### src/rtl/bf_writeback_pkg.sv
// bf_writeback_pkg: shared defaults and FSM state type for the butterfly write-back slice
package bf_writeback_pkg;
  localparam int DATA_WIDTH = 12;
  localparam int ADDR_WIDTH = 8;
  localparam int BF_LATENCY = 6;
  localparam int FIFO_DEPTH = 8;
  localparam int Q = 3329;
  typedef enum logic {UPPER, LOWER} wb_state_e;
endpackage

### src/rtl/bf_writeback_if.sv
// bf_writeback_if: issue side and write-back side of the butterfly write-back stage
//   master: upstream/sink side (drives issue, results and out_ready)
//   slave : bf_writeback (drives issue_ready, write beats and overflow_err)
interface bf_writeback_if
  import bf_writeback_pkg::*;
#(
  parameter int data_width = DATA_WIDTH,
  parameter int addr_width = ADDR_WIDTH
);
  logic                  in_valid;
  logic [addr_width-1:0] in_addr_u;
  logic [addr_width-1:0] in_addr_v;
  logic [data_width-1:0] bf_upper;
  logic [data_width-1:0] bf_lower;
  logic                  issue_ready;
  logic                  out_valid;
  logic                  out_ready;
  logic [addr_width-1:0] out_addr;
  logic [data_width-1:0] out_data;
  logic                  overflow_err;
  modport master (
    output in_valid, in_addr_u, in_addr_v, bf_upper, bf_lower, out_ready,
    input  issue_ready, out_valid, out_addr, out_data, overflow_err
  );
  modport slave (
    input  in_valid, in_addr_u, in_addr_v, bf_upper, bf_lower, out_ready,
    output issue_ready, out_valid, out_addr, out_data, overflow_err
  );
endinterface

### src/rtl/wb_pair_fifo.sv
// wb_pair_fifo: synchronous FIFO of packed {upper, addr_u, lower, addr_v} result pairs
//   clk/rst (async active-low), push/din write, pop read, dout = head entry, count = occupancy
module wb_pair_fifo #(
  parameter int width = 40,
  parameter int depth = 8
) (
  input  logic                     clk,
  input  logic                     rst,
  input  logic                     push,
  input  logic [width-1:0]         din,
  input  logic                     pop,
  output logic [width-1:0]         dout,
  output logic [$clog2(depth):0]   count
);
  localparam int aw = $clog2(depth);
  logic [width-1:0] mem [depth];
  logic [aw-1:0]    wr_q, rd_q;
  logic [aw:0]      cnt_q;
  assign dout  = mem[rd_q];
  assign count = cnt_q;
  // power-of-two depth: pointers wrap by natural overflow, the extra count bit separates full from empty
  always_ff @(posedge clk or negedge rst)
    if (!rst) begin
      wr_q  <= '0;
      rd_q  <= '0;
      cnt_q <= '0;
    end else begin
      wr_q  <= wr_q + aw'(push);
      rd_q  <= rd_q + aw'(pop);
      cnt_q <= cnt_q + (aw+1)'(push) - (aw+1)'(pop);
    end
  always_ff @(posedge clk)
    if (push) mem[wr_q] <= din;
endmodule

### src/rtl/bf_writeback.sv
// bf_writeback: aligns butterfly results with their issue addresses and writes them back as two beats
//   clk, rst (async active-low); bus (slave): issue handshake, bf results, write-back handshake, overflow_err
module bf_writeback
  import bf_writeback_pkg::*;
#(
  parameter int data_width = DATA_WIDTH,
  parameter int addr_width = ADDR_WIDTH,
  parameter int bf_latency = BF_LATENCY,
  parameter int fifo_depth = FIFO_DEPTH
) (
  input  logic          clk,
  input  logic          rst,
  bf_writeback_if.slave bus
);
  localparam int cw = $clog2(fifo_depth) + 1;
  localparam int pw = 2 * (data_width + addr_width);
  logic                  accept, cap, pop, ov_q;
  logic [bf_latency-1:0] v_q;
  logic [addr_width-1:0] au_q [bf_latency];
  logic [addr_width-1:0] av_q [bf_latency];
  logic [cw-1:0]         infl_q, infl_d, cnt;
  logic [pw-1:0]         head;
  wb_state_e             state_q, state_d;
  // in-flight plus buffered pairs can never exceed the FIFO, so a capture always finds room
  assign bus.issue_ready  = rst && (({1'b0, infl_q} + {1'b0, cnt}) < (cw+1)'(fifo_depth));
  assign accept           = bus.in_valid && bus.issue_ready;
  assign cap              = v_q[bf_latency-1];
  assign infl_d           = infl_q + cw'(accept) - cw'(cap);
  assign bus.overflow_err = ov_q;
  always_ff @(posedge clk or negedge rst)
    if (!rst) begin
      v_q     <= '0;
      infl_q  <= '0;
      ov_q    <= 1'b0;
      state_q <= UPPER;
    end else begin
      v_q     <= (v_q << 1) | bf_latency'(accept);
      infl_q  <= infl_d;
      ov_q    <= ov_q | (bus.in_valid && !bus.issue_ready);
      state_q <= state_d;
    end
  // address lanes only matter where the matching valid bit is set, so they carry no reset
  always_ff @(posedge clk) begin
    au_q[0] <= bus.in_addr_u;
    av_q[0] <= bus.in_addr_v;
    for (int i = 1; i < bf_latency; i++) begin
      au_q[i] <= au_q[i-1];
      av_q[i] <= av_q[i-1];
    end
  end
  wb_pair_fifo #(.width(pw), .depth(fifo_depth)) u_fifo (
    .clk   (clk),
    .rst   (rst),
    .push  (cap),
    .din   ({bus.bf_upper, au_q[bf_latency-1], bus.bf_lower, av_q[bf_latency-1]}),
    .pop   (pop),
    .dout  (head),
    .count (cnt)
  );
  // LOWER is only entered with a non-empty FIFO and the head is not popped until its lower beat is taken
  always_comb begin
    state_d       = state_q;
    pop           = 1'b0;
    bus.out_valid = 1'b0;
    bus.out_addr  = '0;
    bus.out_data  = '0;
    if (state_q == LOWER) begin
      bus.out_valid = 1'b1;
      bus.out_addr  = head[addr_width-1:0];
      bus.out_data  = head[addr_width+data_width-1 -: data_width];
      pop           = bus.out_ready;
      state_d       = bus.out_ready ? UPPER : LOWER;
    end else if (cnt != '0) begin
      bus.out_valid = 1'b1;
      bus.out_addr  = head[pw-data_width-1 -: addr_width];
      bus.out_data  = head[pw-1 -: data_width];
      state_d       = bus.out_ready ? LOWER : UPPER;
    end
  end
endmodule

### src/flat_wrapper.sv
// flat-port wrapper written by rule: the top's interface ports become plain ports
module bf_writeback_flat import bf_writeback_pkg::*;
#(
  parameter int data_width = DATA_WIDTH,
  parameter int addr_width = ADDR_WIDTH,
  parameter int bf_latency = BF_LATENCY,
  parameter int fifo_depth = FIFO_DEPTH
)
  (clk, rst, bus_in_valid, bus_in_addr_u, bus_in_addr_v, bus_bf_upper, bus_bf_lower, bus_out_ready, bus_issue_ready, bus_out_valid, bus_out_addr, bus_out_data, bus_overflow_err);
  bf_writeback_if #(.data_width(data_width), .addr_width(addr_width)) bus_i ();
  input  logic clk;
  input  logic rst;
  input wire logic [$bits(bus_i.in_valid)-1:0] bus_in_valid;
  input wire logic [$bits(bus_i.in_addr_u)-1:0] bus_in_addr_u;
  input wire logic [$bits(bus_i.in_addr_v)-1:0] bus_in_addr_v;
  input wire logic [$bits(bus_i.bf_upper)-1:0] bus_bf_upper;
  input wire logic [$bits(bus_i.bf_lower)-1:0] bus_bf_lower;
  input wire logic [$bits(bus_i.out_ready)-1:0] bus_out_ready;
  output wire logic [$bits(bus_i.issue_ready)-1:0] bus_issue_ready;
  output wire logic [$bits(bus_i.out_valid)-1:0] bus_out_valid;
  output wire logic [$bits(bus_i.out_addr)-1:0] bus_out_addr;
  output wire logic [$bits(bus_i.out_data)-1:0] bus_out_data;
  output wire logic [$bits(bus_i.overflow_err)-1:0] bus_overflow_err;
  assign bus_i.in_valid = bus_in_valid;
  assign bus_i.in_addr_u = bus_in_addr_u;
  assign bus_i.in_addr_v = bus_in_addr_v;
  assign bus_i.bf_upper = bus_bf_upper;
  assign bus_i.bf_lower = bus_bf_lower;
  assign bus_i.out_ready = bus_out_ready;
  assign bus_issue_ready = bus_i.issue_ready;
  assign bus_out_valid = bus_i.out_valid;
  assign bus_out_addr = bus_i.out_addr;
  assign bus_out_data = bus_i.out_data;
  assign bus_overflow_err = bus_i.overflow_err;
  bf_writeback #(.data_width(data_width), .addr_width(addr_width), .bf_latency(bf_latency), .fifo_depth(fifo_depth)) u_core (.clk(clk), .rst(rst), .bus(bus_i));
endmodule
### config.mk
export PLATFORM = sky130hd
export DESIGN_NAME = bf_writeback_flat
export DESIGN_NICKNAME = d
export VERILOG_FILES = /design/src/rtl/bf_writeback_pkg.sv /design/src/rtl/bf_writeback_if.sv /design/src/rtl/wb_pair_fifo.sv /design/src/rtl/bf_writeback.sv /design/src/flat_wrapper.sv
export SDC_FILE = /design/constraint.sdc
export NUM_CORES = 1
export LEC_CHECK = 0
export BUFFER_PORTS_ARGS = -buffer_cell sky130_fd_sc_hd__buf_2
export CORE_UTILIZATION = 30
export DETAILED_ROUTE_END_ITERATION = 8
export MAX_ROUTING_LAYER = met4
export SLEW_MARGIN = 20
export SYNTH_ARGS = -nofsm -noshare
export SYNTH_HDL_FRONTEND = slang
export SYNTH_SLANG_ARGS = --single-unit
### constraint.sdc
create_clock -name clk -period 4.5 [get_ports clk]
set_input_delay 0.9 -clock clk [delete_from_list [all_inputs] [get_ports clk]]
set_output_delay 0.9 -clock clk [all_outputs]
set_load 0.02 [all_outputs]
==> flow_metrics.env <==
export IMPL_crit_arrival_ns=2.96
export IMPL_crit_required_ns=3.60
export IMPL_die_h_um=228
export IMPL_p_sw_mw=3.43
export IMPL_cts_tree="done"
export IMPL_hold_buffers=0
export IMPL_p_comb_share_pct=24.6
export IMPL_worst_slew_pin_slew_ns=1.00
export IMPL_hold_depth=0
export IMPL_ys_types=39
export IMPL_path_max_fanout=29
export IMPL_r2r_slack_ns=1.70
export IMPL_slew_viol_final=0
export IMPL_switching_share_pct=28.8
export IMPL_drtIter0Drc=617
export IMPL_initial_utilization_pct=30.5
export IMPL_power_density_nw_per_um2=655
export IMPL_synth_edff_count=320
export IMPL_wl_per_cell_um=18.9
export IMPL_cp_slowest_cell="dfrtp_2"
export IMPL_slew_headroom_pct=33.0
export IMPL_finalCritPeriodShare_pct=85.7
export IMPL_routed_via_density=4.52
export IMPL_hold_viol_final=0
export IMPL_min_from="u_core.au_q[0][2]"
export IMPL_critPathKind="register to output port"
export IMPL_fin_util_pct=36.2
export IMPL_wl_met2_mm=13.7
export IMPL_dp_hpwl_mm=16.2
export IMPL_status="finished, final reports clean"
export IMPL_maxCapViolations=0
export IMPL_wl_met3_mm=1.56
export IMPL_syn_nets=812
export IMPL_reg2regPathDepth=9
export IMPL_path_delay_family="flip-flops"
export IMPL_ios=67
export IMPL_cts_buffers=44
export IMPL_leakagePower_nw=6.28
export IMPL_clockBufferDepth=3
export IMPL_portBuffers=66
export IMPL_yosys_warnings=0
export IMPL_setup_ws_ns=0.642
export IMPL_clkSinkCount=438
export IMPL_synth_top_area_share_pct=62.8
export IMPL_dpl_worst_slack_ns=1.20
export IMPL_firstDrtPassIters=5
export IMPL_grt_overflow=0
export IMPL_yosys_register_bits=438
export IMPL_syn_avg_cell_area_sq_um=20.4
export IMPL_yosys_area_top_type="edfxtp_1"
export IMPL_routed_via_count=7043
export IMPL_wirelength_mm=29.4
export IMPL_p_clk_share_pct=35.1
export IMPL_dp_cells=1475
export IMPL_nets=911
export IMPL_syn2layout_area_growth_pct=18.9
export IMPL_top_layer="met4"
export IMPL_ys_seq_area_share_pct=79.0
export IMPL_coreArea_sq_um=50200
export IMPL_ys_top_cells_by_area="edfxtp_1 63%, dfxtp_1 13%, mux4_2 8.8%"
export IMPL_rows=82
export IMPL_end_kind="output port"
export IMPL_hold_path_class="register to register"
export IMPL_ys_flop_type="edfxtp_1"
export IMPL_setup_viol=0
export IMPL_skew_ns=0.0141
export IMPL_ys_top_cells_by_count="320 x edfxtp_1, 96 x dfxtp_1, 60 x mux4_2"
export IMPL_drive_gt1_share_pct=26.7
export IMPL_post_cts_buffers=0
export IMPL_path_cells="buf_4, mux4_2, a32oi_1, o211ai_1, buf_2"
export IMPL_dieArea_sq_um=51900
export IMPL_grt_usage_pct=11.8
export IMPL_wl_met1_mm=13.5
export IMPL_fmax_ghz=0.259
export IMPL_antenna_found_initial=2
export IMPL_fillCellCount=4570
export IMPL_grt_pass1_vias=7483
export IMPL_hold_path_end="u_core.au_q[1][2]"
export IMPL_cpPeakStageDelay_ns=0.83
export IMPL_crit_buf_inv=2
export IMPL_ant_nets=0
export IMPL_place_congestion=0.699
export IMPL_netlist_instances=750
export IMPL_clk_pin_slew_ns=0.07
export IMPL_reg2reg_from="u_core.u_fifo.count[3]"
export IMPL_grt_max_degree=65
export IMPL_yosysMostFrequentCell="edfxtp_1"
export IMPL_cts_resized_gates=0
export IMPL_period_needed_ns=3.86
export IMPL_p_seq_share_pct=40.3
export IMPL_r2r_end="u_core.infl_q[2]"
export IMPL_cp_start_kind="register"
export IMPL_grt_pass1_wl_mm=45.4
export IMPL_fin_cells=1558
export IMPL_p_int_mw=8.49
export IMPL_ir_worst_vdd_uv=416
export IMPL_clock_latency_ns=0.55
export IMPL_rsz0062_at_grt="no"
export IMPL_async_flop_share_pct=5.02
export IMPL_syn_area_sq_um=15300
export IMPL_drc=0
export IMPL_holdWs_ns=0.324
export IMPL_tns_ns=0
export IMPL_h_tree_depth=2
export IMPL_chipWidth_um=228
export IMPL_root_buffer="clkbuf_16"
cells by family after synthesis:
family                   count (synthesis)  share of synthesized area [%]
AND/OR/NAND/NOR                         83                           2.77
flip-flops                             438                           79.0
AO/OA/AOI/OAI                           54                           2.89
buffers and inverters                   49                           1.82
multiplexers                           101                           11.5
XOR/XNOR                                 7                          0.401
adder cells (fa/ha/maj)                 18                           1.57
power by group through the flow:
stage               Sequential, mW  Clock [mW]  Combinational [mW]
global route                  4.84        4.44                3.18
floorplan                     4.75           0                2.25
global placement              4.89           0                2.96
finish                        4.80        4.18                2.93
CTS                           4.81        4.29                2.99
detailed placement            4.90           0                2.98
metal layers:
layer  GRT usage (%)  vias to the layer above
met4            3.76                        0
met3            2.34                       48
met5               -                        -
li1                -                     3193
met2            18.1                      164
met1            15.6                     3638
layout by cell type (no fill, tap or decap), types with 14 or more instances in the layout:
cell type,netlist,routed
buf_4,8,20
ha_1,16,16
mux2i_1,40,40
inv_1,14,14
dfxtp_1,96,96
dfrtp_1,22,20
buf_2,1,66
nand2_1,29,29
mux4_2,60,60
edfxtp_1,320,320
clkbuf_16,0,46
sequential cells by signal, indices dropped and copies added, names as in the netlist:
signal and cells:
u_core.u_fifo.mem 320, u_core.au_q 48, u_core.av_q 48, u_core.v_q 6, u_core.infl_q 4, u_core.u_fifo.count 4
u_core.u_fifo.rd_q 3, u_core.u_fifo.wr_q 3, u_core.bus.overflow_err 1, u_core.state_q 1
worst reg2reg max path, delay by kind of cell (launching register included):
kind	cells	cell delay, ns
AND/OR/NAND/NOR	2	0.65
adder cells (fa/ha/maj)	4	1.17
XOR/XNOR	1	0.15
AO/OA/AOI/OAI	1	0.30
buffers and inverters	1	0.04
flip-flops	1	0.38
worst max path at each step:
stage	start	to	slack (ns)	depth (start not counted)
final	u_core.u_fifo.rd_q[1]	bus_out_addr[6]	0.64	5
after global routing	u_core.u_fifo.count[2]	bus_out_addr[7]	0.47	8
after CTS	u_core.u_fifo.count[2]	bus_out_addr[7]	0.60	8
after detailed placement	u_core.u_fifo.rd_q[1]	bus_out_addr[7]	1.20	5
after global placement	u_core.u_fifo.rd_q[1]	bus_out_addr[7]	1.17	5
after floorplan	u_core.u_fifo.wr_q[2]	u_core.u_fifo.mem[0][0]	0.70	2
area by class of cell:
class                   instances  area [sq um]  share of cell area (%)
flip-flops and latches        438         12100                    66.5
multi-input cells             263          2990                    16.4
clock buffers                  52          1210                    6.67
well taps                     672           841                    4.62
repair buffers                 88           520                    2.86
clock inverters                28           479                    2.64
inverters                      14          52.6                   0.289
diodes                          3          7.51                  0.0413
stage by stage:
stage,power [mW],area (sq um)
floorplan,7.00,15300
global placement,7.84,16500
detailed placement,7.87,16500
CTS,12.1,18200
global route,12.5,18200
finish,11.9,18200
Note: power is estimated with default switching activity, not from simulation.
